## config.mk

```make
export PLATFORM = sky130hd
export DESIGN_NAME = dmaster_stream_arbiter
export DESIGN_NICKNAME = d
export VERILOG_FILES = /design/src/rtl/dmaster_stream_arbiter.sv
export SDC_FILE = /design/constraint.sdc
export NUM_CORES = 1
export LEC_CHECK = 0
export ABC_CLOCK_PERIOD_IN_PS = 2000
export CAP_MARGIN = 25
export CORE_MARGIN = 4
export CORE_UTILIZATION = 28
export DETAILED_ROUTE_END_ITERATION = 6
export PLACE_DENSITY = 0.75
export SYNTH_ARGS = -nofsm -noshare
export SYNTH_HDL_FRONTEND = slang
export SYNTH_SLANG_ARGS = --single-unit
```

## constraint.sdc

```tcl
create_clock -name clk -period 2 [get_ports clk]
set_input_delay 0.4 -clock clk [delete_from_list [all_inputs] [get_ports clk]]
set_output_delay 0.4 -clock clk [all_outputs]
set_load 0.02 [all_outputs]
```

## src/rtl/dmaster_stream_arbiter.sv

```systemverilog
// dmaster_stream_arbiter
//   Round-robin arbiter that shares one 8-bit Avalon-ST byte-stream sink among
//   NUM_IN byte-stream sources. It has a single registered output stage with
//   full backpressure on every source.
//
//   Optional feature macro: DMASTER_ARB_PKT_LOCK_EN
//     When defined, an IDLE/LOCKED FSM holds the grant from a start-of-packet
//     beat through the matching end-of-packet beat, and sop/eop are forwarded
//     to the sink. When undefined, every beat is arbitrated independently and
//     out_sop/out_eop are held at 0.
//
//   Ports
//     clk          rising-edge clock
//     reset_n      asynchronous active-low reset
//     in_valid     per-source beat valid             [NUM_IN]
//     in_data      source i on bits [8i+7:8i]         [8*NUM_IN]
//     in_sop       per-source startofpacket          [NUM_IN]
//     in_eop       per-source endofpacket            [NUM_IN]
//     in_ready     per-source ready, one-hot or zero  [NUM_IN]
//     out_valid    registered beat valid
//     out_data     registered beat data               [8]
//     out_sop      registered startofpacket
//     out_eop      registered endofpacket
//     out_channel  source index of the held beat      [CH_W]
//     out_ready    sink ready, readyLatency 0
module dmaster_stream_arbiter #(
  parameter int unsigned NUM_IN = 2,
  parameter int unsigned CH_W   = (NUM_IN > 2) ? $clog2(NUM_IN) : 1
) (
  input  logic                clk,
  input  logic                reset_n,
  input  logic [NUM_IN-1:0]   in_valid,
  input  logic [8*NUM_IN-1:0] in_data,
  input  logic [NUM_IN-1:0]   in_sop,
  input  logic [NUM_IN-1:0]   in_eop,
  output logic [NUM_IN-1:0]   in_ready,
  output logic                out_valid,
  output logic [7:0]          out_data,
  output logic                out_sop,
  output logic                out_eop,
  output logic [CH_W-1:0]     out_channel,
  input  logic                out_ready
);

  localparam int unsigned DATA_W = 8;

  // Returns {found, index}: the first requester at or after 'start', wrapping.
  function automatic logic [CH_W:0] rr_search(input logic [NUM_IN-1:0] req,
                                               input logic [CH_W-1:0]   start);
    logic [CH_W:0] res;
    int unsigned   idx;
    res = '0;
    for (int unsigned k = 0; k < NUM_IN; k++) begin
      idx = 32'(start) + k;
      if (idx >= NUM_IN) idx = idx - NUM_IN;
      if (!res[CH_W] && req[CH_W'(idx)]) res = {1'b1, CH_W'(idx)};
    end
    return res;
  endfunction

  // Index after i, wrapping at NUM_IN.
  function automatic logic [CH_W-1:0] next_idx(input logic [CH_W-1:0] i);
    return (i == CH_W'(NUM_IN - 1)) ? '0 : i + 1'b1;
  endfunction

  logic [DATA_W-1:0] src_data [NUM_IN];
  logic              free_c;
  logic [CH_W:0]     pick_c;
  logic [NUM_IN-1:0] grant_c;
  logic [CH_W-1:0]   gidx_c;
  logic              xfer_c;
  logic              lock_active_c;
  logic [CH_W-1:0]   lock_idx_c;
  logic              sop_c;
  logic              eop_c;
  logic [CH_W-1:0]   ptr_q;
  logic [CH_W-1:0]   ptr_d;

  // Split the flat data bus into per-source bytes.
  for (genvar i = 0; i < NUM_IN; i++) begin : g_src
    assign src_data[i] = in_data[DATA_W*i +: DATA_W];
  end

  // Output stage can accept a beat; held off during reset so in_ready stays 0.
  assign free_c = reset_n && (!out_valid || out_ready);
  assign pick_c = rr_search(in_valid, ptr_q);

  // Grant selection: the locked source alone, otherwise round-robin over valid sources.
  always_comb begin
    grant_c = '0;
    gidx_c  = '0;
    xfer_c  = 1'b0;
    if (lock_active_c) begin
      gidx_c              = lock_idx_c;
      grant_c[lock_idx_c] = 1'b1;
      xfer_c              = free_c && in_valid[lock_idx_c];
    end else if (pick_c[CH_W]) begin
      gidx_c          = pick_c[CH_W-1:0];
      grant_c[gidx_c] = 1'b1;
      xfer_c          = free_c;
    end
  end

  assign in_ready = free_c ? grant_c : '0;

`ifdef DMASTER_ARB_PKT_LOCK_EN

  typedef enum logic {
    ST_IDLE   = 1'b0,
    ST_LOCKED = 1'b1
  } state_e;

  state_e          state_q;
  state_e          state_d;
  logic [CH_W-1:0] lock_q;
  logic [CH_W-1:0] lock_d;

  assign lock_active_c = (state_q == ST_LOCKED);
  assign lock_idx_c    = lock_q;
  assign sop_c         = in_sop[gidx_c];
  assign eop_c         = in_eop[gidx_c];

  // FSM, lock owner and rr pointer registers.
  always_ff @(posedge clk or negedge reset_n) begin
    if (!reset_n) begin
      state_q <= ST_IDLE;
      lock_q  <= '0;
      ptr_q   <= '0;
    end else begin
      state_q <= state_d;
      lock_q  <= lock_d;
      ptr_q   <= ptr_d;
    end
  end

  // Next state: a multi-beat packet locks its source until its eop beat.
  always_comb begin
    state_d = state_q;
    lock_d  = lock_q;
    ptr_d   = ptr_q;
    case (state_q)
      ST_IDLE: begin
        if (xfer_c) begin
          ptr_d = next_idx(gidx_c);
          if (sop_c && !eop_c) begin
            state_d = ST_LOCKED;
            lock_d  = gidx_c;
          end
        end
      end
      ST_LOCKED: begin
        if (xfer_c && eop_c) begin
          state_d = ST_IDLE;
          ptr_d   = next_idx(lock_q);
        end
      end
      default: state_d = ST_IDLE;
    endcase
  end

`else

  logic unused_ok;

  assign lock_active_c = 1'b0;
  assign lock_idx_c    = '0;
  assign sop_c         = 1'b0;
  assign eop_c         = 1'b0;
  assign unused_ok     = ^{in_sop, in_eop};

  // Round-robin pointer register.
  always_ff @(posedge clk or negedge reset_n) begin
    if (!reset_n) begin
      ptr_q <= '0;
    end else begin
      ptr_q <= ptr_d;
    end
  end

  // Pointer moves past the source just served.
  always_comb begin
    ptr_d = ptr_q;
    if (xfer_c) ptr_d = next_idx(gidx_c);
  end

`endif

  // Output register: load on transfer, drop valid when drained with nothing new.
  always_ff @(posedge clk or negedge reset_n) begin
    if (!reset_n) begin
      out_valid   <= 1'b0;
      out_data    <= '0;
      out_sop     <= 1'b0;
      out_eop     <= 1'b0;
      out_channel <= '0;
    end else if (xfer_c) begin
      out_valid   <= 1'b1;
      out_data    <= src_data[gidx_c];
      out_sop     <= sop_c;
      out_eop     <= eop_c;
      out_channel <= gidx_c;
    end else if (out_ready) begin
      out_valid   <= 1'b0;
    end
  end

endmodule

```

* Word level (Yosys, flattened, before mapping) *
Index checks and enable logic that the tools add are counted.

word-level totals
  register bits = 11
  bits of input ports = 25
  output and inout port bits = 14

cells by class
  add/sub/neg operators = 4
  $lt $le $gt $ge = 7
  mux-type cells = 20
  bitwise operators = 1
  reductions and logical operators = 7

operators with widths
  operator                                                           number
  two-way mux 8 bit                                                  3
  two-way mux 1 bit                                                  12
  two-way mux 2 bit                                                  4
  < comparator 1 x 2 -> 1 bit, second input constant                 3
  greater-or-equal comparator 2 bit, second input constant           2
  logical AND 1 bit                                                  3
  adder 1 x 1 -> 2 bit, second input constant                        1
  greater-or-equal comparator 1 x 2 -> 1 bit, second input constant  1
  zero test 1 bit                                                    2
  inverter 1 -> 2 bit                                                1
  nonzero test 2 bit                                                 1
  subtractor 1 bit, second input constant                            2
  adder 1 bit, second input constant                                 1
  demux 1 bit (select 1 bit)                                         1
  greater-or-equal comparator 1 bit, second input constant           1
  logical OR 1 bit                                                   1

* Logic depth before layout (Yosys ltp) *
Gate-level depths: netlist (run 1).

  word-level depth = 14
  depth in mapped cells = 4
  mapped depth without buffers = 3

* Worst setup path before layout (run 1) *
OpenSTA, ideal clock, no wires.

  path type = input port to output port
  start = input port in_valid[0]
  end = output port in_ready[0]
  data arrival time = 1.364 ns
  data required time = 1.600 ns
  slack = 0.236 ns
  stages = 3
  buffers on the path = 1
  cells stage by stage = a21bo_2 > clkbuf_1 > nor3b_1

between the ends
  cells in the longest elaborated chain, start to end = 12
  elaborated cells on any way between the ends = 15

RTL lines
  element                                                                                                        line  RTL
  start: declaration                                                                                             32    input logic [NUM_IN-1:0] in_valid,
  two-way mux 1 bit (not written as such) (2 in a row)                                                           56    if (!res[CH_W] && req[CH_W'(idx)]) res = {1'b1, CH_W'(idx)};
  two-way mux 2 bit                                                                                              56
  zero test 1 bit                                                                                                56
  logical AND 1 bit                                                                                              56
  two-way mux 2 bit *                                                                                            56
  < comparator 1 x 2 -> 1 bit (not written as such) / greater-or-equal comparator 1 bit (equally long branches)  99    grant_c[gidx_c] = 1'b1;
  logical AND 1 bit (not written as such)                                                                        99
  two-way mux 1 bit (not written as such)                                                                        99
  demux 1 bit (select 1 bit)                                                                                     99
  two-way mux 2 bit *                                                                                            97    end else if (pick_c[CH_W]) begin
  two-way mux 2 bit *                                                                                            104   assign in_ready = free_c ? grant_c : '0;
  end: declaration                                                                                               36    output logic [NUM_IN-1:0] in_ready,

Mark *: on every way between the ends. The rest lies on a longest branch, timed or not. The select of a mux whose other input is x is not followed.

* Final worst setup path (run 1) *
  start = input port in_valid[1]
  end = output port in_ready[1]

Same word-level chain as after synthesis.

==> metrics.sh, run 1 <==
LAYOUT.FILLER_CELLS=218
CTS_MADE_BUFFERS=3
NETS=120
CTS_TREE='done'
SETUP_REPAIR_AFTER_GLOBAL_ROUTING_MISSED_ITS_MARGIN='no'
R2R.WORST_PATH.CELLS=4
GR-USAGE-ALL-LAYERS=0.133
INITIALDRTVIOLATIONCOUNT=9
WORSTPATHARRIVAL_NS=1.54
R2R_END='out_data[5]'
ANT_NETS=0
POST-SYNTH-TOP-AREA-CELL='sky130_fd_sc_hd__dfrtp_1'
DR_TOTAL_VIAS=560
DIE_W_UM=53.6
CLOCKBUFFERDEPTH=2
CLK_LATENCY_NS=0.26
POWER.LEAKAGE_uW=0.000443
CHAIN_OF_CELLS_FORMING_THE_CRITICAL_PATH='clkdlybuf4s50_1 > inv_1 > nor4b_4 > buf_4'
CRITICAL_PATH.MAX_STAGE_DELAY_NS=0.52
FMAX_MHz=517
SYN_AVG_CELL_AREA_UM2=11.0
VDD.IR_DROP.WORST_mV=0.346
POST-ROUTE-DRC-COUNT=0
PLACEDINSTANCEAREA_UM2=975
FINAL_NUMBER_OF_MAX_TRANSITION_VIOLATIONS=0
IO_PINS=39
CTS-ROOT-BUF='sky130_fd_sc_hd__clkbuf_4'
TIMING.CLOCK.SKEW_NS=0.000774
FIRSTDRTPASSITERS=3
YS_ASYNC_SR_FRACTION=1.00
SYNTH.CELLS.MOST_FREQUENT='sky130_fd_sc_hd__dfrtp_1, sky130_fd_sc_hd__nand2_1, sky130_fd_sc_hd__a221o_2, sky130_fd_sc_hd__nor3_1'
GLOBALPLACE.CONGESTION=0.873
GRT_ANTENNA_BEFORE_REPAIR=0
CRIT_PATH_END='in_ready[1]'
WORST_SETUP_PATH_STARTPOINT='in_valid[1]'
FLOORPLAN.DIE.HEIGHT_UM=53.6
SETUP_VIOLATIONS=0
HOLDPATHSTAGES=1
TIMING.CRITICAL_PATH.SLOWEST_STAGE_CELL='sky130_fd_sc_hd__clkdlybuf4s50_1'
FRACTION_OF_LAYOUT_INSTANCES_USING_A_DRIVE_STRENGTH_ABOVE_1=0.298
OUTCOME='completed'
PLACED_WIRE_LENGTH_ESTIMATE_UM=1330
VIA_COUNT_OF_THE_FIRST_GLOBAL_ROUTING_PASS=568
LAYOUT-AREA-OVERHEAD-VS-SYNTH_PCT=71.6
SEQ_AREA_FRAC_SYNTH=0.473
SYNTH-SEQ-CELLS=11
FINALCOREUTILIZATION=0.509
MIN_PERIOD_OVER_PERIOD=0.968
TIMING.REG2REG.SETUP_SLACK_NS=0.57
CRITICAL_PATH_CLASS='input pin to output pin'
LARGEST_NET_DEGREE_AT_THE_START_OF_GLOBAL_ROUTING=10
VIA_PER_INST=4.63
DOMINANTREGCELLSYNTH='sky130_fd_sc_hd__dfrtp_1'
INITIAL_CORE_UTIL=0.297
WIRE_PER_INST_UM=14.1
ROUTED_WIRELENGTH_UM=1710
FIRST_PASS_GRT_WIRE_LENGTH_UM=2730
SYNTH-EDFF-COUNT=0
PERIOD_NEEDED_NS=1.94
SYNTH.AREA.TOP_CELLS='sky130_fd_sc_hd__dfrtp_1, sky130_fd_sc_hd__a221o_2, sky130_fd_sc_hd__nor3_1, sky130_fd_sc_hd__nand2_1, sky130_fd_sc_hd__nor4b_4'
FRACTION_OF_POST_SYNTHESIS_CELL_AREA_IN_THE_TOP_CELL_TYPE_BY_AREA=0.473
CRITICAL_PATH_REQUIRED_NS=1.60
CRITPATHMAXFANOUT=3
DIE_AREA_UM2=2870
POST_CTS_HOLD_BUFFER_COUNT=0
GLOBALROUTEOVERFLOWTOTAL=0
CRITPATHTOPFAMILY='buffers and inverters'
NUMBER_OF_SINKS_ON_THE_CLOCK_NET=11
CLK_TRANSITION_REPORTED_PATHS_NS=0.07
COMBINED_AREA_OF_ALL_SYNTHESIZED_CELLS_UM2=582
FINAL-HOLD-VIOLATION-COUNT=0
STD_CELL_ROWS=16
TIMING.CRITICAL_PATH.TO_TYPE='output pin'
YOSYS_WARNINGS=0
CELLPOWERDENSITY_nW_PER_UM2=750
REGTOREGSTARTPOINT='ptr_q'
SETUP.WORST_PATH.START_CLASS='input pin'
CRIT_CELLS=4
HOLD_PATH_CLASS='flip-flop to flip-flop'
WORST-PATH-BUF-INV=3
POSTSYNTHCELLCOUNT=53
YOSYS.CELL_COUNT.TOP_TYPE='sky130_fd_sc_hd__dfrtp_1'
FINAL_AREA_UM2=998
DIODES=0
PLACEABLECOREAREA_UM2=1960
POST_SYNTH_NUM_CELL_TYPES=21
DRV_CAP=0
IO_BUFFER_COUNT=32
CLOCK_TREE.HTREE_LEVEL_COUNT=1
[cells in the final DEF (no fill, tap or decap)]
cell type,count
sky130_fd_sc_hd__clkbuf_1,1
sky130_fd_sc_hd__clkdlybuf4s50_1,30
sky130_fd_sc_hd__a21o_2,1
sky130_fd_sc_hd__buf_4,11
sky130_fd_sc_hd__o211ai_1,1
sky130_fd_sc_hd__nor2b_4,1
sky130_fd_sc_hd__dfrtp_1,11
sky130_fd_sc_hd__conb_1,2
sky130_fd_sc_hd__nor3_1,7
sky130_fd_sc_hd__nor4b_4,1
sky130_fd_sc_hd__clkbuf_4,3
sky130_fd_sc_hd__inv_1,2
sky130_fd_sc_hd__a21o_1,1
sky130_fd_sc_hd__nor3b_2,1
sky130_fd_sc_hd__or2b_2,1
sky130_fd_sc_hd__o32ai_1,1
sky130_fd_sc_hd__nor2b_1,1
sky130_fd_sc_hd__a32oi_1,1
sky130_fd_sc_hd__a21bo_2,1
sky130_fd_sc_hd__a221o_2,7
sky130_fd_sc_hd__nand2_1,8
sky130_fd_sc_hd__buf_2,1
[state kept, by name (all words and copies together) (netlist names)]
register,count
out_channel,1
out_data,8
out_valid,1
ptr_q,1
[per-stage QoR]
stage / instances / hold slack, ns / TNS [ns] / setup WS (ns) / power, µW
after detailed placement: 117 / 0.478 / -0.830 / -0.434 / 602
after CTS: 121 / 0.494 / 0 / 0.00778 / 757
after global routing: 121 / 0.520 / 0 / 0.00501 / 796
final: 121 / 0.485 / 0 / 0.0645 / 749
after floorplan: 54 / 0.104 / 0 / 0.236 / 440
after global placement: 117 / 0.464 / -0.777 / -0.390 / 597
[cell type report]
| class | instances | area [µm²] | area share |
|---|---|---|---|
| Inverter | 2 | 7.51 | 0.00752 |
| Clock buffer | 4 | 26.3 | 0.0263 |
| Timing Repair Buffer | 42 | 388 | 0.388 |
| Multi-Input combinational cell | 35 | 268 | 0.268 |
| Tap cell | 27 | 33.8 | 0.0338 |
| Sequential cell | 11 | 275 | 0.276 |
[worst min-delay path by stage]
| stage | end | from | slack (ns) |
|---|---|---|---|
| 6_report | out_channel | out_channel | 0.49 |
| 5_1_grt | out_channel | out_channel | 0.52 |
| 4_1_cts | out_channel | out_channel | 0.49 |
| 3_5_place_dp | out_channel | out_channel | 0.48 |
| 3_3_place_gp | out_channel | out_channel | 0.46 |
| 2_1_floorplan | out_channel | reset_n | 0.10 |
[where the power goes]
| part | switching, µW | total, µW | internal, µW | leakage [µW] |
|---|---|---|---|---|
| clock | 77.0 | 154 | 77.1 | 0.0000150 |
| combinational | 135 | 306 | 171 | 0.000294 |
| sequential | 24.4 | 289 | 265 | 0.000134 |
| total | 236 | 749 | 513 | 0.000443 |
[logic make-up after synthesis]
| logic type | after synthesis | share of synthesized area |
|---|---|---|
| AND/OR/NAND/NOR | 20 | 0.215 |
| other | 1 | 0.00645 |
| buffers and inverters | 8 | 0.0817 |
| flip-flops | 11 | 0.473 |
| AO/OA/AOI/OAI | 13 | 0.224 |
[timing repair]
action	CTS	global route
buffers inserted	0	0
hold endpoints to repair	0	0
pin swaps	0	1
setup endpoints to repair	2	1
resized for setup	10	1
[metal layers]
| layer | global-route usage | share of wire | up-vias |
|---|---|---|---|
| li1 | - | - | 275 |
| met1 | 0.165 | 0.41 | 269 |
| met2 | 0.224 | 0.55 | 16 |
| met3 | 0.0277 | 0.048 | 0 |
| met4 | 0.0511 | 0 | 0 |
| met5 | 0 | 0 | - |
(Power assumes the default switching activity.)
==> run 2: changes to the inputs <==
--- a/config.mk
+++ b/config.mk
@@ -5,12 +5,12 @@
 export SDC_FILE = /design/constraint.sdc
 export NUM_CORES = 1
 export LEC_CHECK = 0
-export ABC_CLOCK_PERIOD_IN_PS = 2000
+export ABC_CLOCK_PERIOD_IN_PS = 1600
 export CAP_MARGIN = 25
 export CORE_MARGIN = 4
 export CORE_UTILIZATION = 28
 export DETAILED_ROUTE_END_ITERATION = 6
-export PLACE_DENSITY = 0.75
+export PLACE_DENSITY = 0.77
 export SYNTH_ARGS = -nofsm -noshare
 export SYNTH_HDL_FRONTEND = slang
 export SYNTH_SLANG_ARGS = --single-unit
==> constraint.sdc (replaced) <==
create_clock -name clk -period 1.6 [get_ports clk]
set_input_delay 0.32 -clock clk [delete_from_list [all_inputs] [get_ports clk]]
set_output_delay 0.32 -clock clk [all_outputs]
set_load 0.02 [all_outputs]
==> run 2 against run 1 <==
Compared with the run above:
- final cell count rose by 0.83%
- global-route usage fell by 0.50 points
- flip-flop and latch count did not move
- largest cell class unchanged
==> metrics.sh, run 2 (synthesis gave the netlist of run 1 again) <==
R2R_END='out_data[4]'
IO_BUFFER_COUNT=32
CTS_TREE='done'
VIA_COUNT_OF_THE_FIRST_GLOBAL_ROUTING_PASS=556
POST-ROUTE-DRC-COUNT=0
CELLPOWERDENSITY_nW_PER_UM2=919
ANT_NETS=0
TOTAL_POWER_uW=929
FIRST_PASS_GRT_WIRE_LENGTH_UM=2550
POWER.LEAKAGE_uW=0.000485
COMBPWRFRAC=0.412
FINAL_NUMBER_OF_MAX_TRANSITION_VIOLATIONS=0
WIRE_PER_INST_UM=13.7
LAYOUT.FILLER_CELLS=202
REGTOREGSTARTPOINT='out_valid'
TIMING.CRITICAL_PATH.TO_TYPE='output pin'
SETUP.WORST_PATH.START_CLASS='flip-flop'
LARGEST_NET_DEGREE_AT_THE_START_OF_GLOBAL_ROUTING=13
DIE_W_UM=53.6
CRITICAL_PATH_REQUIRED_NS=1.28
INTERNAL_POWER_uW=641
CTS_MADE_BUFFERS=3
CRITICAL_PATH_CLASS='flip-flop to output pin'
CRITPATHMAXFANOUT=4
STD_CELL_ROWS=16
GR-USAGE-ALL-LAYERS=0.128
VIA_PER_INST=4.61
HOLDWS_NS=0.0618
CLKPWRFRAC=0.197
DRV_CAP=0
GLOBALPLACE.CONGESTION=0.710
FMAX_MHz=625
PLACEABLECOREAREA_UM2=1960
TIMING.REG2REG.SETUP_SLACK_NS=0.08
DIE_AREA_UM2=2870
GRT_UTIL_MET1=0.142
FINAL_CELL_MIX='sky130_fd_sc_hd__clkdlybuf4s50_1, sky130_fd_sc_hd__buf_4, sky130_fd_sc_hd__dfrtp_1'
POWER.NET_SWITCHING_uW=288
POWER.SHARE.SWITCHING=0.310
CLK_LATENCY_NS=0.26
NUMBER_OF_SINKS_ON_THE_CLOCK_NET=11
GR-MAX-USAGE-LAYER='met2'
GRT_ANTENNA_BEFORE_REPAIR=0
FLOORPLAN.DIE.HEIGHT_UM=53.6
FRACTION_OF_LAYOUT_INSTANCES_USING_A_DRIVE_STRENGTH_ABOVE_1=0.316
GLOBALROUTEOVERFLOWTOTAL=0
CLOCK_TREE.HTREE_LEVEL_COUNT=1
IO_PINS=39
PERIOD_NEEDED_NS=1.60
FINALCOREUTILIZATION=0.515
R2R.WORST_PATH.CELLS=6
NETS=121
LARGEST_REG_FLOPS=8
CLK_TRANSITION_REPORTED_PATHS_NS=0.07
INITIALDRTVIOLATIONCOUNT=6
CHAIN_OF_CELLS_FORMING_THE_CRITICAL_PATH='nor2b_4 > nor4b_4 > buf_4'
DR_TOTAL_VIAS=562
PLACED_WIRE_LENGTH_ESTIMATE_UM=1290
MIN_PERIOD_OVER_PERIOD=1.00
LAYOUT_COMMONEST_CELL='sky130_fd_sc_hd__clkdlybuf4s50_1'
FIRSTDRTPASSITERS=3
CTS-ROOT-BUF='sky130_fd_sc_hd__clkbuf_4'
WORST_SETUP_PATH_STARTPOINT='out_valid'
OUTCOME='completed'
LAYOUT-AREA-OVERHEAD-VS-SYNTH_PCT=73.8
GR-USAGE-MET3=0.0554
WORSTPATHARRIVAL_NS=1.28
POST_ROUTE_SETUP_TNS_NS=0
USE_MET2=0.220
CRITICAL_PATH.MAX_STAGE_DELAY_NS=0.39
VDD.IR_DROP.WORST_mV=0.439
SETUP_VIOLATIONS=0
HOLD_PATH_CLASS='input pin to async pin'
FINAL-HOLD-VIOLATION-COUNT=0
TIMING.CLOCK.SKEW_NS=0.00225
SEQUENTIAL_CELL_FRACTION_OF_TOTAL_POWER=0.391
CLOCKBUFFERDEPTH=2
ROUTED_WIRELENGTH_UM=1670
TOP_REGISTER='out_data'
SETUP_REPAIR_AFTER_GLOBAL_ROUTING_MISSED_ITS_MARGIN='yes'
DIODES=0
INITIAL_CORE_UTIL=0.297
TIMING.CRITICAL_PATH.SLOWEST_STAGE_CELL='sky130_fd_sc_hd__dfrtp_1'
[run 2: cell count changes in the layout (fill, tap and decap cells not counted), sizes merged]
| cell | change |
|---|---|
| clkdlybuf4s50 | -7 |
| dlymetal6s2s | +3 |
| dlygate4sd2 | +4 |
| buf | +1 |
[run 2: worst max path at each step]
stage | endpoint | slack, ns | depth (start not counted)
after floorplan | in_ready[1] | 0.0007 | 3
after global placement | in_ready[1] | -0.60 | 4
after detailed placement | in_ready[1] | -0.61 | 4
after CTS | in_ready[1] | -0.03 | 3
after global routing | in_ready[1] | -0.06 | 3
final | in_ready[1] | 0.0005 | 3
[run 2: layout make-up]
cell class,instances,area (µm²),share of cell area
Sequential cell,11,275,0.272
Multi-Input combinational cell,35,268,0.265
Clock buffer,4,26.3,0.0260
Timing Repair Buffer,43,400,0.396
Tap cell,27,33.8,0.0334
Inverter,2,7.51,0.00743
[run 2: layer usage]
metal	vias up	share of wire	wire length [µm]
li1	277	-	-
met1	267	0.38	631
met2	18	0.53	878
met3	0	0.096	160
met4	0	0	0
met5	-	0	0
[run 2: critical path, delay by kind of cell (launching register included)]
kind	cells	cell delay, ns
and+or+nand+nor	2	0.44
buffers and inverters	1	0.19
DFF	1	0.39
[run 2: power groups by stage]
stage                     Combinational (µW)  Clock (µW)  Sequential [µW]
after floorplan                          125           0              426
after global routing                     404         211              372
final                                    382         183              363
after global placement                   382           0              365
after CTS                                389         193              365
after detailed placement                 386           0              368
[run 2: metrics by stage]
stage | setup WS (ns) | std cells | cell area (µm²)
2_1_floorplan | 0.000652 | 54 | 591
3_3_place_gp | -0.599 | 116 | 972
3_5_place_dp | -0.612 | 116 | 972
4_1_cts | -0.0289 | 122 | 1000
5_1_grt | -0.0561 | 122 | 1010
6_report | 0.000544 | 122 | 1010
[run 2: what timing repair did]
item                                    CTS  global route
pin swaps                                 3             2
hold buffers                              0             0
endpoints found under the setup margin    3             4
gates resized for setup                  15             3
setup buffers                             2             0
==> run 3: changes to the inputs <==
--- a/config.mk
+++ b/config.mk
@@ -5,12 +5,12 @@
 export SDC_FILE = /design/constraint.sdc
 export NUM_CORES = 1
 export LEC_CHECK = 0
-export ABC_CLOCK_PERIOD_IN_PS = 1600
+export ABC_CLOCK_PERIOD_IN_PS = 1900
 export CAP_MARGIN = 25
 export CORE_MARGIN = 4
 export CORE_UTILIZATION = 28
 export DETAILED_ROUTE_END_ITERATION = 6
-export PLACE_DENSITY = 0.77
+export PLACE_DENSITY = 0.75
 export SYNTH_ARGS = -nofsm -noshare
 export SYNTH_HDL_FRONTEND = slang
 export SYNTH_SLANG_ARGS = --single-unit
==> constraint.sdc (replaced) <==
create_clock -name clk -period 1.9 [get_ports clk]
set_input_delay 0.38 -clock clk [delete_from_list [all_inputs] [get_ports clk]]
set_output_delay 0.38 -clock clk [all_outputs]
set_load 0.02 [all_outputs]
==> run 3 against run 2 <==
Compared with the run above:
- final cell count did not move
- wire length grew 0.24%
- register-to-register slack gained 0.28 ns
- count of clock-buffer cells in the layout did not move
- setup slack better by 0.059 ns
- critical path depth up 1
- die area unchanged
- global-route usage increased by 1.1 points
- first-iteration DRC count fell by 17%
- worst hold slack gained 0.43 ns
==> metrics.sh, run 3 (synthesis gave the netlist of run 1 again) <==
OUTCOME='completed'
GLOBALROUTEOVERFLOWTOTAL=0
ROUTED_WIRELENGTH_UM=1670
CRIT_PATH_END='in_ready[1]'
TIMING.CRITICAL_PATH.TO_TYPE='output pin'
CTS_TREE='done'
FINAL-HOLD-VIOLATION-COUNT=0
SETUP_REPAIR_AFTER_GLOBAL_ROUTING_MISSED_ITS_MARGIN='no'
DP_SLACK_NS=-0.498
SETUP.WORST_PATH.START_CLASS='input pin'
VIA_COUNT_OF_THE_FIRST_GLOBAL_ROUTING_PASS=591
CTS_POST_SETUP_BUFFERS_INSERTED=0
POWER.NET_SWITCHING_uW=248
FRACTION_OF_LAYOUT_INSTANCES_USING_A_DRIVE_STRENGTH_ABOVE_1=0.305
POST-ROUTE-DRC-COUNT=0
LARGEST_REG_FLOPS=8
VIA_PER_INST=4.74
TOP_REGISTER='out_data'
FIN_WS_NS=0.0595
ANT_NETS=0
TIMING.CLOCK.SKEW_NS=0.00462
DETAIL_ROUTE.WIRELENGTH.MET1_UM=618
LARGEST_NET_DEGREE_AT_THE_START_OF_GLOBAL_ROUTING=10
CLOCK_TREE.HTREE_LEVEL_COUNT=1
PERIOD_NEEDED_NS=1.84
TIMING.REG2REG.SETUP_SLACK_NS=0.36
R2R_END='out_data[0]'
DIODES=0
PLACEABLECOREAREA_UM2=1960
INITIALDRTVIOLATIONCOUNT=5
IO_PINS=39
WORSTPATHARRIVAL_NS=1.46
FINALCOREUTILIZATION=0.517
VDD.IR_DROP.WORST_mV=0.320
SEQUENTIAL_CELL_FRACTION_OF_TOTAL_POWER=0.385
LAYOUT-AREA-OVERHEAD-VS-SYNTH_PCT=74.2
FLOORPLAN.DIE.HEIGHT_UM=53.6
MET2_ROUTED_WIRELENGTH_UM=878
CLKPWRFRAC=0.204
FIRST_PASS_GRT_WIRE_LENGTH_UM=2770
ROUTED-WL-MET3_UM=149
CTS-ROOT-BUF='sky130_fd_sc_hd__clkbuf_4'
INITIAL_CORE_UTIL=0.297
DIE_AREA_UM2=2870
CRITICAL_PATH_REQUIRED_NS=1.52
CRITICAL_PATH_CLASS='input pin to output pin'
SETUP_VIOLATIONS=0
NETS=121
CLK_TRANSITION_REPORTED_PATHS_NS=0.07
R2R.WORST_PATH.CELLS=5
GR-USAGE-ALL-LAYERS=0.139
HOLD_PATH_CLASS='flip-flop to flip-flop'
POWER.LEAKAGE_uW=0.000466
POWER.SHARE.SWITCHING=0.313
CLK_LATENCY_NS=0.27
DRV_CAP=0
DR.MAX_LAYER_USED='met4'
GRT_ANTENNA_BEFORE_REPAIR=0
LAYOUT_COMMONEST_CELL='sky130_fd_sc_hd__clkdlybuf4s50_1'
DIE_W_UM=53.6
MIN_PERIOD_OVER_PERIOD=0.969
DR_TOTAL_VIAS=578
FINAL_CELL_MIX='sky130_fd_sc_hd__clkdlybuf4s50_1, sky130_fd_sc_hd__buf_4, sky130_fd_sc_hd__dfrtp_1'
IO_BUFFER_COUNT=32
STD_CELL_ROWS=16
CTS_MADE_BUFFERS=3
CRITPATHMAXFANOUT=3
INTERNAL_POWER_uW=545
GLOBALPLACE.CONGESTION=0.850
COMBPWRFRAC=0.412
FIRSTDRTPASSITERS=4
NUMBER_OF_SINKS_ON_THE_CLOCK_NET=11
CLOCKBUFFERDEPTH=2
CELLPOWERDENSITY_nW_PER_UM2=783
PLACED_WIRE_LENGTH_ESTIMATE_UM=1360
FMAX_MHz=543
WORST_SETUP_PATH_STARTPOINT='in_valid[1]'
POST_ROUTE_SETUP_TNS_NS=0
FINAL_NUMBER_OF_MAX_TRANSITION_VIOLATIONS=0
REGTOREGSTARTPOINT='ptr_q'
WIRE_PER_INST_UM=13.7
[run 3: power by group through the flow]
stage | sequential [µW] | combinational [µW] | clock (µW)
floorplan | 359 | 104 | 0
finish | 305 | 327 | 162
CTS | 305 | 330 | 170
detailed placement | 309 | 330 | 0
global route | 312 | 350 | 187
global placement | 306 | 327 | 0
[run 3: worst min-delay path by stage]
stage	cells past startpoint	end	slack (ns)	from
floorplan	0	out_channel	0.08	reset_n
detailed placement	1	out_channel	0.48	out_channel
finish	1	out_channel	0.49	out_channel
CTS	2	out_data[0]	0.49	reset_n
global route	3	out_valid	0.50	out_ready
global placement	1	out_channel	0.46	out_channel
[run 3: critical path: stages]
cell	delay (ns)
sky130_fd_sc_hd__clkdlybuf4s50_1	0.51
sky130_fd_sc_hd__inv_1	0.09
sky130_fd_sc_hd__nor4b_4	0.29
sky130_fd_sc_hd__buf_4	0.19
[run 3: repair_timing]
item | in CTS | in global routing
pin swaps | 0 | 2
hold buffers | 0 | 0
resized for setup | 10 | 4
setup endpoints to repair | 2 | 2
hold endpoints to repair | 0 | 0
[run 3: metrics by stage]
stage	hold slack, ns	total power (µW)	area [µm²]	cells
finish	0.494	794	1010	122
global route	0.500	849	1010	122
CTS	0.494	805	1000	122
detailed placement	0.485	639	982	118
global placement	0.464	633	982	118
floorplan	0.0844	463	586	54
[run 3: cell type report]
type / instances / area, µm²
fill: 200 / 948
timing repair buffer: 43 / 403
sequential: 11 / 275
multi-input combinational: 35 / 268
tap: 27 / 33.8
clock buffer: 4 / 26.3
inverter: 2 / 7.51
[run 3: per-layer routing]
metal  global-route usage  up-vias
met4               0.0638        0
li1                     -      277
met3               0.0471        5
met5                    0        -
met1                0.156      275
met2                0.235       21
